## config.mk

```make
export PLATFORM = sky130hd
export DESIGN_NAME = prescaled_event_counter
export DESIGN_NICKNAME = d
export VERILOG_FILES = /design/src/rtl/prescaled_event_counter.sv
export SDC_FILE = /design/constraint.sdc
export NUM_CORES = 1
export LEC_CHECK = 0
export BUFFER_PORTS_ARGS = -buffer_cell sky130_fd_sc_hd__buf_2
export CAP_MARGIN = 20
export CORE_ASPECT_RATIO = 0.7
export CORE_MARGIN = 3
export CORE_UTILIZATION = 49
export DETAILED_ROUTE_END_ITERATION = 12
export PLACE_DENSITY = 0.69
export SLEW_MARGIN = 20
export SYNTH_ARGS = -nofsm -noshare
export SYNTH_HDL_FRONTEND = slang
export SYNTH_SLANG_ARGS = --single-unit
```

## constraint.sdc

```tcl
create_clock -name CLOCK_50_I -period 3.68 [get_ports CLOCK_50_I]
set_input_delay 0.184 -clock CLOCK_50_I [delete_from_list [all_inputs] [get_ports CLOCK_50_I]]
set_output_delay 0.184 -clock CLOCK_50_I [all_outputs]
set_load 0.03 [all_outputs]
```

## src/rtl/prescaled_event_counter.sv

```systemverilog
// Tick-driven event counter: a programmable prescaler produces a step pulse that
// advances a binary or BCD counter, up or down, with wrap or saturate at the limits.
module prescaled_event_counter #(
    parameter int DIV_MAX = 24999999,
    parameter int DIGITS  = 2,
    parameter bit BCD     = 1'b0
) (
    input  logic                  CLOCK_50_I,
    input  logic                  RESET_I,
    input  logic                  ENABLE_I,
    input  logic                  UP_I,
    input  logic                  WRAP_I,
    input  logic                  LOAD_I,
    input  logic [4*DIGITS-1:0]   LOAD_VALUE_I,
    output logic [4*DIGITS-1:0]   COUNT_O,
    output logic                  TICK_O,
    output logic                  TC_O
);

    localparam int W  = 4 * DIGITS;
    localparam int PW = (DIV_MAX < 1) ? 1 : $clog2(DIV_MAX + 1);
    localparam logic [PW-1:0] PRESC_TERM = PW'(DIV_MAX);
    localparam logic [W-1:0]  CNT_MAX    = BCD ? {DIGITS{4'h9}} : {W{1'b1}};

    logic [PW-1:0] presc_q, presc_d;
    logic [W-1:0]  count_q, count_d;
    logic          tick_q, tick_d;
    logic          tc_q, tc_d;

    logic          step;
    logic          at_max;
    logic          at_min;
    logic [W-1:0]  count_inc;
    logic [W-1:0]  count_dec;
    logic          carry;
    logic          borrow;

    assign step   = ENABLE_I && (presc_q == PRESC_TERM);
    assign at_max = (count_q == CNT_MAX);
    assign at_min = (count_q == '0);

    // Non-limit neighbours of the current count; BCD ripples nibble by nibble.
    always_comb begin
        count_inc = count_q;
        count_dec = count_q;
        carry     = 1'b1;
        borrow    = 1'b1;
        if (BCD) begin
            for (int i = 0; i < DIGITS; i++) begin
                if (carry) begin
                    if (count_q[4*i +: 4] >= 4'd9) begin
                        count_inc[4*i +: 4] = 4'd0;
                    end else begin
                        count_inc[4*i +: 4] = count_q[4*i +: 4] + 4'd1;
                        carry               = 1'b0;
                    end
                end
                if (borrow) begin
                    if (count_q[4*i +: 4] == 4'd0) begin
                        count_dec[4*i +: 4] = 4'd9;
                    end else begin
                        count_dec[4*i +: 4] = count_q[4*i +: 4] - 4'd1;
                        borrow              = 1'b0;
                    end
                end
            end
        end else begin
            count_inc = count_q + W'(1);
            count_dec = count_q - W'(1);
        end
    end

    // Load beats a coincident step, which is simply dropped.
    always_comb begin
        presc_d = presc_q;
        count_d = count_q;
        tick_d  = 1'b0;
        tc_d    = 1'b0;
        if (LOAD_I) begin
            count_d = LOAD_VALUE_I;
            presc_d = '0;
        end else if (step) begin
            presc_d = '0;
            tick_d  = 1'b1;
            if (UP_I) begin
                if (at_max) begin
                    tc_d    = 1'b1;
                    count_d = WRAP_I ? '0 : CNT_MAX;
                end else begin
                    count_d = count_inc;
                end
            end else begin
                if (at_min) begin
                    tc_d    = 1'b1;
                    count_d = WRAP_I ? CNT_MAX : '0;
                end else begin
                    count_d = count_dec;
                end
            end
        end else if (ENABLE_I) begin
            presc_d = presc_q + PW'(1);
        end
    end

    always_ff @(posedge CLOCK_50_I) begin
        if (RESET_I) begin
            presc_q <= '0;
            count_q <= '0;
            tick_q  <= 1'b0;
            tc_q    <= 1'b0;
        end else begin
            presc_q <= presc_d;
            count_q <= count_d;
            tick_q  <= tick_d;
            tc_q    <= tc_d;
        end
    end

    assign COUNT_O = count_q;
    assign TICK_O  = tick_q;
    assign TC_O    = tc_q;

endmodule

```

==> flow_summary.yaml <==
die:
  chipWidth_um: 85.44
  ioPinCount: 24
  core-area_sq_mm: 0.004089
  die-area_sq_mm: 0.005264
  die_h_um: 61.61
  row_count: 19
  start_util_pct: 52.94
routing:
  drt_iter0_drc: 218
  wl_mm: 5.030
  via_per_inst: 5.837
  wl_per_cell_um: 15.15
  dr_total_vias: 1938
  drt_first_pass_iters: 4
  route.detailed.drc: 0
  ant_nets: 0
critical_path:
  cp-end-kind: "flip-flop"
  critical_path_peak_fanout: 25
  arrival_ns: 2.61
  path_buf_inv: 0
  cpPeakStageDelay_ns: 0.69
  required_ns: 3.83
  path_depth: 5
  critPathSlowestCell: "or4_1"
  r2r_slack_ns: 1.22
  critPathKind: "reg -> reg"
  worst_setup_path_start_kind: "flip-flop"
  crit_chain: "ha_1 -> nand3_4 -> or4_1 -> nand2_1 -> nor2_1"
  rr_worst_depth: 5
  path_delay_family: "simple AND/OR/NAND/NOR gates"
worst_hold_path:
  hold_class: "in -> reg"
  min_path_cells: 3
global_route:
  grt_first_pass_wirelength_mm: 8.459
  use_met1_pct: 32.66
  grt_busiest_layer: "met1"
  globalRouteOverflowTotal: 0
  antenna_found_initial: 0
  met3_usage_pct: 6.818
  grt.total_usage_pct: 20.74
  first_global_vias: 1666
  grt_max_degree: 26
  grt_use_met2_pct: 25.77
power:
  pwr-share-clk_pct: 40.3
  cellLeakagePower_nw: 0.8941
  power_frac_seq_pct: 45.6
  comb_power_share_pct: 14.1
  power_switching_mw: 0.2319
  powerDensity_mw_per_mm2: 371.0
  p_int_mw: 0.6551
  p_sw_share_pct: 26.15
  vdd_ir_drop_max_uv: 367.7
cts:
  post_cts_buffers: 0
  hold_buffers: 0
  cts_buffers: 5
  cts_tree: "built"
  clk-insertion-delay-late_ns: 0.30
  clock-sinks: 35
  cts.htree.levels: 2
  ctsRootBufferMaster: "clkbuf_8"
  max-clock-path-buffers: 2
  ctsResizeCount: 0
  clk_pin_slew_ns: 0.07
logic_synthesis:
  ys_ff_latch: 35
  seq_area_frac_synth_pct: 32.37
  synthArstFlopShare_pct: 0
  syn_nets: 281
  ys.flop_type: "dfxtp_1"
  synth-edff-count: 0
  yosysWarnings: 0
  synth.distinct_cells: 56
  post_synth.cell_area_avg_sq_um: 8.230
  synth_area_sq_mm: 0.002165
  syn_inst: 263
final_layout:
  syn_to_final_growth_pct: 10.46
  diodes: 0
  drive_above_1_share_pct: 16.43
  fin_area_sq_mm: 0.002391
  final_nets: 297
  layout_common_cells: "dfxtp_1 (35), nor2_1 (31), buf_2 (23), xor2_1 (17), nand3_1 (16)"
  final_common_cell: "dfxtp_1"
  fill_cells: 402
timing:
  finalHoldViolations: 0
  tightest_slew_ns: 1.041
  slew_headroom_pct: 29.96
  skew_ns: 0.005857
  maxSlewViolCount: 0
  rsz0062_at_grt: "false"
  clock.fmax_ghz: 0.4067
  period_share_pct: 66.81
  setup_viol: 0
  period_needed_ns: 2.459
  totalNegativeSetupSlack_ns: 0
placement:
  dp_hpwl_mm: 3.660
  io_buffers: 23
  gp_congestion: 0.9609
  placed_area_sq_mm: 0.002273
flow_run:
  max_cap_viol_count: 0
outcome:
  outcome: "completed"
-- Yosys cell counts (7+ instances only) --
library cell	instances	area (sq um)
a21oi_1	9	45.04
nor2_1	31	116.4
nor3_1	7	35.03
nand2_1	15	56.30
xnor2_1	10	87.58
dfxtp_1	35	700.7
xor2_1	17	148.9
inv_1	11	41.29
nand4_1	12	75.07
nand3_1	16	80.08
-- flip-flops by register name (all words and copies together) (netlist names) --
signal / flops
COUNT_O: 8
TC_O: 1
TICK_O: 1
presc_q: 25
-- layer usage --
metal	wire length, um	vias to the layer above
met2	1826	67
met1	2670	879
met3	456	13
li1	-	979
met4	76	0
met5	0	-
-- per-stage QoR --
| stage | instances | utilization (%) | total power, mW | hold WS, ns | worst slack [ns] |
|---|---|---|---|---|---|
| final | 332 | 58.48 | 0.8870 | 0.1541 | 1.221 |
| after global routing | 332 | 58.48 | 0.9299 | 0.1786 | 0.9379 |
| after CTS | 332 | 58.48 | 0.8951 | 0.1417 | 1.185 |
| after detailed placement | 324 | 55.60 | 0.5349 | 0.4577 | 1.205 |
| after global placement | 324 | 55.60 | 0.5351 | 0.4582 | 1.291 |
| after floorplan | 263 | - | 0.5064 | 0.3383 | 1.337 |
-- tightest hold or removal path, delay by kind of cell --
kind	cells	cell delay, ns
buffers and inverters	2	0.13
AO/OA/AOI/OAI	1	0.07
-- power by group through the flow --
stage | Combinational, mW | Sequential (mW) | Clock, mW
after floorplan | 0.0913 | 0.415 | 0
after global placement | 0.123 | 0.412 | 0
after detailed placement | 0.123 | 0.412 | 0
after CTS | 0.124 | 0.403 | 0.368
after global routing | 0.137 | 0.406 | 0.387
final | 0.125 | 0.404 | 0.358
-- final timing paths --
check	startpoint	endpoint
setup / recovery	presc_q[0]$_SDFFE_PP0P_	presc_q[12]$_SDFFE_PP0P_
hold / removal	LOAD_VALUE_I[0]	COUNT_O[0]$_SDFFE_PP0P_
setup reg to reg	presc_q[0]$_SDFFE_PP0P_	presc_q[12]$_SDFFE_PP0P_
hold reg to reg	presc_q[14]$_SDFFE_PP0P_	presc_q[14]$_SDFFE_PP0P_
-- area by class of cell --
| cell class | instances | area (sq um) | area share, % |
|---|---|---|---|
| sequential | 35 | 700.7 | 29.30 |
| multi-input combinational | 199 | 1321 | 55.26 |
| timing repair buffer | 27 | 145.1 | 6.070 |
| clock inverter | 2 | 35.03 | 1.465 |
| tap | 52 | 65.06 | 2.721 |
| clock buffer | 6 | 82.58 | 3.454 |
| inverter | 11 | 41.29 | 1.727 |
-- cell families (layout without fill, tap and decap cells) --
family,Yosys count,after routing,share of synthesized area [%]
simple gates,119,119,29.71
compound gates,43,43,14.68
flops,35,35,32.37
buf+inv,29,46,6.590
xor+xnor,27,27,10.92
mux,6,6,3.410
fa+ha+maj,4,4,2.312
Power figures use the tool's default switching activity.
